[src/rtl/dcache_ctrl_pkg.sv]
// rtl/dcache_ctrl_pkg.sv - shared types, widths and byte-merge helper for the data cache
//
// Purpose: controller state encoding, line/offset/strobe widths and the
//          wstrb -> 64-bit byte mask function used by the controller and the
//          data array.
// Ports:   none (package).
package dcache_ctrl_pkg;

  localparam int LINE_W = 64;
  localparam int OFF_W  = 3;
  localparam int STRB_W = LINE_W / 8;

  typedef enum logic [2:0] {
    IDLE    = 3'd0,
    LOOKUP  = 3'd1,
    WB_REQ  = 3'd2,
    WB_WAIT = 3'd3,
    RF_REQ  = 3'd4,
    RF_WAIT = 3'd5,
    RESP    = 3'd6
  } state_t;

  // Expand each strobe bit into a full byte lane of the returned mask.
  function automatic logic [LINE_W-1:0] strb_mask(input logic [STRB_W-1:0] strb);
    logic [LINE_W-1:0] m;
    for (int b = 0; b < STRB_W; b++) begin
      m[b*8 +: 8] = {8{strb[b]}};
    end
    return m;
  endfunction

endpackage

[src/rtl/dcache_data_array.sv]
// rtl/dcache_data_array.sv - 2^INDEX_W x 64-bit line storage with byte-strobed write
//
// Purpose: holds the cached data lines; contents are not reset.
// Ports:   i_clk    clock
//          i_we     write enable
//          i_idx    line index for both read and write
//          i_wdata  write data
//          i_wstrb  byte enables for the write
//          o_rdata  combinational read of line i_idx
module dcache_data_array
  import dcache_ctrl_pkg::*;
#(
  parameter int INDEX_W = 4
) (
  input  logic               i_clk,
  input  logic               i_we,
  input  logic [INDEX_W-1:0] i_idx,
  input  logic [LINE_W-1:0]  i_wdata,
  input  logic [STRB_W-1:0]  i_wstrb,
  output logic [LINE_W-1:0]  o_rdata
);

  logic [LINE_W-1:0] r_mem [1 << INDEX_W];
  logic [LINE_W-1:0] w_mask;

  assign w_mask  = strb_mask(i_wstrb);
  assign o_rdata = r_mem[i_idx];

  always_ff @(posedge i_clk) begin
    if (i_we) begin
      r_mem[i_idx] <= (r_mem[i_idx] & ~w_mask) | (i_wdata & w_mask);
    end
  end

endmodule

[src/rtl/dcache_ctrl.sv]
// rtl/dcache_ctrl.sv - direct-mapped write-back write-allocate data cache controller
//
// Purpose: owns tag/valid/dirty state, sequences hit, writeback and refill,
//          one outstanding request per side.
// Ports:   i_clk, i_rst (async active-high)
//          CPU side: i_cpu_req_valid/o_cpu_req_ready, i_cpu_req_we, i_cpu_req_addr,
//                    i_cpu_req_wdata, i_cpu_req_wstrb, o_cpu_resp_valid, o_cpu_resp_rdata
//          Mem side: o_mem_req_valid/i_mem_req_ready, o_mem_req_we, o_mem_req_addr,
//                    o_mem_req_wdata, i_mem_resp_valid, i_mem_resp_rdata
module dcache_ctrl
  import dcache_ctrl_pkg::*;
#(
  parameter int ADDR_W  = 32,
  parameter int INDEX_W = 4
) (
  input  logic              i_clk,
  input  logic              i_rst,
  input  logic              i_cpu_req_valid,
  output logic              o_cpu_req_ready,
  input  logic              i_cpu_req_we,
  input  logic [ADDR_W-1:0] i_cpu_req_addr,
  input  logic [LINE_W-1:0] i_cpu_req_wdata,
  input  logic [STRB_W-1:0] i_cpu_req_wstrb,
  output logic              o_cpu_resp_valid,
  output logic [LINE_W-1:0] o_cpu_resp_rdata,
  output logic              o_mem_req_valid,
  input  logic              i_mem_req_ready,
  output logic              o_mem_req_we,
  output logic [ADDR_W-1:0] o_mem_req_addr,
  output logic [LINE_W-1:0] o_mem_req_wdata,
  input  logic              i_mem_resp_valid,
  input  logic [LINE_W-1:0] i_mem_resp_rdata
);

  localparam int TAG_W  = ADDR_W - INDEX_W - OFF_W;
  localparam int NLINES = 1 << INDEX_W;

  state_t                r_state, w_state_nxt;
  logic                  r_we;
  logic [ADDR_W-1:OFF_W] r_addr;
  logic [LINE_W-1:0]     r_wdata;
  logic [STRB_W-1:0]     r_wstrb;
  logic [LINE_W-1:0]     r_rdata;
  logic [NLINES-1:0]     r_valid;
  logic [NLINES-1:0]     r_dirty;
  logic [TAG_W-1:0]      r_tag [NLINES];

  logic               w_accept, w_hit, w_wb_done, w_rf_done, w_arr_we;
  logic               w_unused_offset;
  logic [INDEX_W-1:0] w_idx;
  logic [TAG_W-1:0]   w_req_tag, w_old_tag;
  logic [LINE_W-1:0]  w_line, w_store_mask, w_arr_wdata;
  logic [STRB_W-1:0]  w_arr_wstrb;

  assign w_idx            = r_addr[INDEX_W+OFF_W-1:OFF_W];
  assign w_req_tag        = r_addr[ADDR_W-1:INDEX_W+OFF_W];
  assign w_old_tag        = r_tag[w_idx];
  assign w_hit            = r_valid[w_idx] && (w_old_tag == w_req_tag);
  assign o_cpu_req_ready  = (r_state == IDLE) && !i_rst;
  assign w_accept         = i_cpu_req_valid && o_cpu_req_ready;
  assign w_wb_done        = (r_state == WB_WAIT) && i_mem_resp_valid;
  assign w_rf_done        = (r_state == RF_WAIT) && i_mem_resp_valid;
  assign w_store_mask     = r_we ? strb_mask(r_wstrb) : '0;
  assign o_cpu_resp_rdata = r_rdata;
  // Byte offset within the line is not needed by a one-word line.
  assign w_unused_offset  = ^i_cpu_req_addr[OFF_W-1:0];

  dcache_data_array #(.INDEX_W(INDEX_W)) u_data (
    .i_clk   (i_clk),
    .i_we    (w_arr_we),
    .i_idx   (w_idx),
    .i_wdata (w_arr_wdata),
    .i_wstrb (w_arr_wstrb),
    .o_rdata (w_line)
  );

  always_ff @(posedge i_clk or posedge i_rst) begin
    if (i_rst) r_state <= IDLE;
    else       r_state <= w_state_nxt;
  end

  always_ff @(posedge i_clk or posedge i_rst) begin
    if (i_rst) begin
      r_we    <= 1'b0;
      r_addr  <= '0;
      r_wdata <= '0;
      r_wstrb <= '0;
      r_rdata <= '0;
      r_valid <= '0;
      r_dirty <= '0;
    end else begin
      if (w_accept) begin
        r_we    <= i_cpu_req_we;
        r_addr  <= i_cpu_req_addr[ADDR_W-1:OFF_W];
        r_wdata <= i_cpu_req_wdata;
        r_wstrb <= i_cpu_req_wstrb;
      end
      if ((r_state == LOOKUP) && w_hit) begin
        r_rdata <= r_we ? '0 : w_line;
        if (r_we) r_dirty[w_idx] <= 1'b1;
      end
      if (w_wb_done) r_dirty[w_idx] <= 1'b0;
      // A store miss allocates and merges in the same cycle, so the line is dirty at once.
      if (w_rf_done) begin
        r_valid[w_idx] <= 1'b1;
        r_dirty[w_idx] <= r_we;
        r_rdata        <= r_we ? '0 : i_mem_resp_rdata;
      end
    end
  end

  always_ff @(posedge i_clk) begin
    if (w_rf_done) r_tag[w_idx] <= w_req_tag;
  end

  always_comb begin
    w_state_nxt      = r_state;
    o_cpu_resp_valid = 1'b0;
    o_mem_req_valid  = 1'b0;
    o_mem_req_we     = 1'b0;
    o_mem_req_addr   = '0;
    o_mem_req_wdata  = '0;
    w_arr_we         = 1'b0;
    w_arr_wdata      = r_wdata;
    w_arr_wstrb      = r_wstrb;
    case (r_state)
      IDLE: begin
        if (w_accept) w_state_nxt = LOOKUP;
      end
      LOOKUP: begin
        if (w_hit) begin
          w_arr_we    = r_we;
          w_state_nxt = RESP;
        end else if (r_valid[w_idx] && r_dirty[w_idx]) begin
          w_state_nxt = WB_REQ;
        end else begin
          w_state_nxt = RF_REQ;
        end
      end
      WB_REQ: begin
        o_mem_req_valid = 1'b1;
        o_mem_req_we    = 1'b1;
        o_mem_req_addr  = {w_old_tag, w_idx, {OFF_W{1'b0}}};
        o_mem_req_wdata = w_line;
        if (i_mem_req_ready) w_state_nxt = WB_WAIT;
      end
      WB_WAIT: begin
        if (i_mem_resp_valid) w_state_nxt = RF_REQ;
      end
      RF_REQ: begin
        o_mem_req_valid = 1'b1;
        o_mem_req_addr  = {w_req_tag, w_idx, {OFF_W{1'b0}}};
        if (i_mem_req_ready) w_state_nxt = RF_WAIT;
      end
      RF_WAIT: begin
        if (i_mem_resp_valid) begin
          // Install refill data with any pending store bytes merged over it.
          w_arr_we    = 1'b1;
          w_arr_wdata = (i_mem_resp_rdata & ~w_store_mask) | (r_wdata & w_store_mask);
          w_arr_wstrb = '1;
          w_state_nxt = RESP;
        end
      end
      RESP: begin
        o_cpu_resp_valid = 1'b1;
        w_state_nxt      = IDLE;
      end
      default: w_state_nxt = IDLE;
    endcase
  end

endmodule

[config.mk]
export PLATFORM = sky130hd
export DESIGN_NAME = dcache_ctrl
export DESIGN_NICKNAME = d
export VERILOG_FILES = /design/src/rtl/dcache_ctrl_pkg.sv /design/src/rtl/dcache_data_array.sv /design/src/rtl/dcache_ctrl.sv
export SDC_FILE = /design/constraint.sdc
export NUM_CORES = 2
export LEC_CHECK = 0
export BUFFER_PORTS_ARGS = -buffer_cell sky130_fd_sc_hd__buf_2
export CAP_MARGIN = 20
export CORE_UTILIZATION = 30
export CTS_BUF_LIST = sky130_fd_sc_hd__clkbuf_16
export DETAILED_ROUTE_END_ITERATION = 12
export GPL_ROUTABILITY_DRIVEN = 0
export PLACE_DENSITY = 0.45
export SYNTH_ARGS = -nofsm -noshare
export SYNTH_HDL_FRONTEND = slang
export SYNTH_SLANG_ARGS = --single-unit
[constraint.sdc]
create_clock -name i_clk -period 19 [get_ports i_clk]
set_clock_uncertainty 0.15 [all_clocks]
set_input_delay 0.95 -clock i_clk [delete_from_list [all_inputs] [get_ports i_clk]]
set_output_delay 0.95 -clock i_clk [all_outputs]
set_load 0.03 [all_outputs]
==> reports/results.txt <==
Status - completed
DR vias - 34800
Synthesized flop and latch total - 1625
Most common cell type on the critical path - buf_4
# Post-CTS Setup Buffers - 0
Initial antenna violation count - 13
Worst reg2reg path depth - 15
Critical path startpoint category - flop
Critical path arrival - 7930 ps
Synth area leader - edfxtp_1
Async set-reset flop share out of synthesis - 0.124
Global-route wire length before repair - 272000 um
Crit path kind - reg2reg
Met2 Use GR - 0.276
CTS clock-pin slew for the worst setup and hold paths - 60 ps
Slew Limit Fails - 0
Final HPWL DP - 104000 um
Most frequent cells in the layout - 1424 x edfxtp_1, 397 x mux4_2, 331 x buf_2, 197 x dfrtp_1, 185 x clkbuf_16
CP Max Fanout - 57
Yosys warning total - 0
Worst R2R Start - r_addr[4]
Die extent in y - 471 um
Met1 global-route usage - 0.232
Initial drt markers - 2941
Chip width - 471 um
Sequential area share after synthesis - 0.726
Most area-consuming cells after synthesis - edfxtp_1 65%, mux4_2 14%, dfrtp_1 7.6%
Clk_lat worst skew - 820 ps
Worst Setup End Kind - flop
Final min period - 7640 ps
Setup violators final - 0
Critical Path RT - 19280 ps
CTS buffer count - 182
CP peak stage delay - 880 ps
EDFF count, synth - 1424
CTS H-tree lvls - 4
FF-to-FF setup slack - 11360 ps
Worst slew pin tran - 1220 ps
CP max stage cell - buf_4
Distinct cells, synth - 64
Routed WL - 190000 um
Filler Cells Inserted - 20400
Io pins - 338
Global route overflow - 0
Most used flip-flop cell after synthesis - edfxtp_1
Port Buffers - 331
Row count - 171
Hold/Removal Path Class - in2async
Synthesized area - 0.0659 mm^2
Residual DRC - 0
Lkg Pwr - 27.3 nW
Final Cycle Share - 0.402
Synthesis-to-finish area growth - 17.3%
Setup TNS - 0 ps
Final Net Count - 4039
Busiest grt layer - met2
Total GRT Usage - 0.170
Final core utilization - 0.355
TritonCTS clock tree - done
Cts repair resizes - 0
Avg WL per Cell - 27.6 um
Met3 Usage GRT - 0.0327
Synth Instances - 3414
Number of nets with antenna violations after routing - 0
Pwr dens - 172 mW/mm^2
Die Area - 0.221 mm^2
CTS Hold Buffers Added - 0
Clock Sinks - 1625
Final hold viol count - 0
Starting Density - 0.303
CP startpoint - r_addr[4]
Vias/cell - 5.06
Synth top area share - 0.649
Commonest non-fill, non-tap cell in the layout - edfxtp_1
Vias in the first global route - 36900
Relative slew slack - 0.189
Core area - 0.218 mm^2
Largest net degree at the start of global routing - 136
RSZ-0062 raised after global routing - false
Maxcap violations - 0
CTS root buf - clkbuf_16
Clk buf depth - 3
Syn_area_per_cell - 19.3 um^2
1st-pass router iterations - 7
VDD IR max - 0.000140 V
F_max - 131 MHz
Layout cells sized above 1 - 0.325
Critical-path cell list - buf_4, buf_4, and2_1, a22oi_1, nand2_1, xor2_1, a41oi_1, nor4_2, nand4_1, buf_4, o21ai_1, buf_4, nor2b_4, buf_4, buf_4
==> synth_stat cells (7+ instances only) <==
library cell,count
a211o_1,71
a21oi_1,76
a22o_1,21
a22oi_1,25
a32o_1,8
and2_1,68
and3_1,62
buf_1,37
buf_2,44
buf_4,14
buf_6,13
clkbuf_1,112
dfrtp_1,201
edfxtp_1,1424
inv_1,15
mux2_2,116
mux2i_1,165
mux4_2,397
nand2_1,139
nand3_1,17
nor2_1,110
nor2b_1,30
nor3_1,14
o21ai_0,96
o22ai_1,7
o31ai_1,18
or2_2,18
xnor2_1,22
xor2_1,12
==> report_power, final <==
| group | leakage, nW | switching, mW | internal [mW] | total [mW] |
|---|---|---|---|---|
| clock network | 2.99 | 1.46 | 1.85 | 3.31 |
| logic | 8.98 | 2.94 | 1.75 | 4.69 |
| registers | 15.3 | 0.274 | 5.01 | 5.28 |
==> sequential cells by signal, summed over array words and instances (netlist names) <==
register and cells:
r_dirty 16, r_wstrb 8, r_tag 400, r_we 1, r_valid 16, r_addr 29, u_data.r_mem 1024, r_state 3
o_cpu_resp_rdata 64, r_wdata 64
==> per-stage QoR <==
stage / worst slack, ps / hold WS [ps] / cell area [um^2] / total power, mW / cells
5_1_grt: 11000 / 142 / 77300 / 13.9 / 6880
4_1_cts: 11160 / 105 / 77200 / 13.4 / 6867
6_report: 11360 / 118 / 77300 / 13.3 / 6882
3_3_place_gp: 11170 / 295 / 71500 / 10.0 / 6530
3_5_place_dp: 11130 / 298 / 71500 / 10.1 / 6530
2_1_floorplan: 12420 / 284 / 65900 / 8.27 / 3416
==> per-layer routing <==
metal	vias to the layer above	routed length [um]
met1	18800	84600
met5	-	23
met4	4	4350
met3	248	10200
met2	1021	91000
li1	14800	-
==> logic make-up after synthesis <==
| group | synth area share |
|---|---|
| xor gates and xnor gates | 0.00452 |
| buffers and inverters | 0.0166 |
| other | 0.0000569 |
| and+or+nand+nor | 0.0359 |
| muxes | 0.181 |
| AOI/OAI and AO/OA | 0.0368 |
| DFF | 0.726 |
==> worst max-delay path: cells and delay by family (launching register included) <==
family | cells | cell delay, ps
simple gates | 5 | 2210
flops | 1 | 590
xor+xnor | 1 | 180
compound gates | 3 | 700
buf+inv | 6 | 3320
==> cell type report <==
| type | instances | area (um^2) | area share |
|---|---|---|---|
| antenna | 10 | 25.0 | 0.000324 |
| timing repair buffer | 485 | 2860 | 0.0371 |
| sequential | 1625 | 47800 | 0.619 |
| inverter | 16 | 80.1 | 0.00104 |
| tap | 2854 | 3570 | 0.0462 |
| clock inverter | 152 | 1010 | 0.0130 |
| clock buffer | 185 | 4630 | 0.0599 |
| multi-input combinational | 1555 | 17300 | 0.224 |
==> path summary, 6_finish.rpt <==
path	endpoint
worst min-delay path	o_cpu_resp_rdata[6]
worst min register to register	r_valid[4]
max in group asynchronous	r_wdata[52]
worst max register to register	u_data.r_mem[7][44]
worst max-delay path	u_data.r_mem[7][44]
min in group i_clk	r_wdata[32]
No activity file was read; power rests on OpenSTA's default activity.
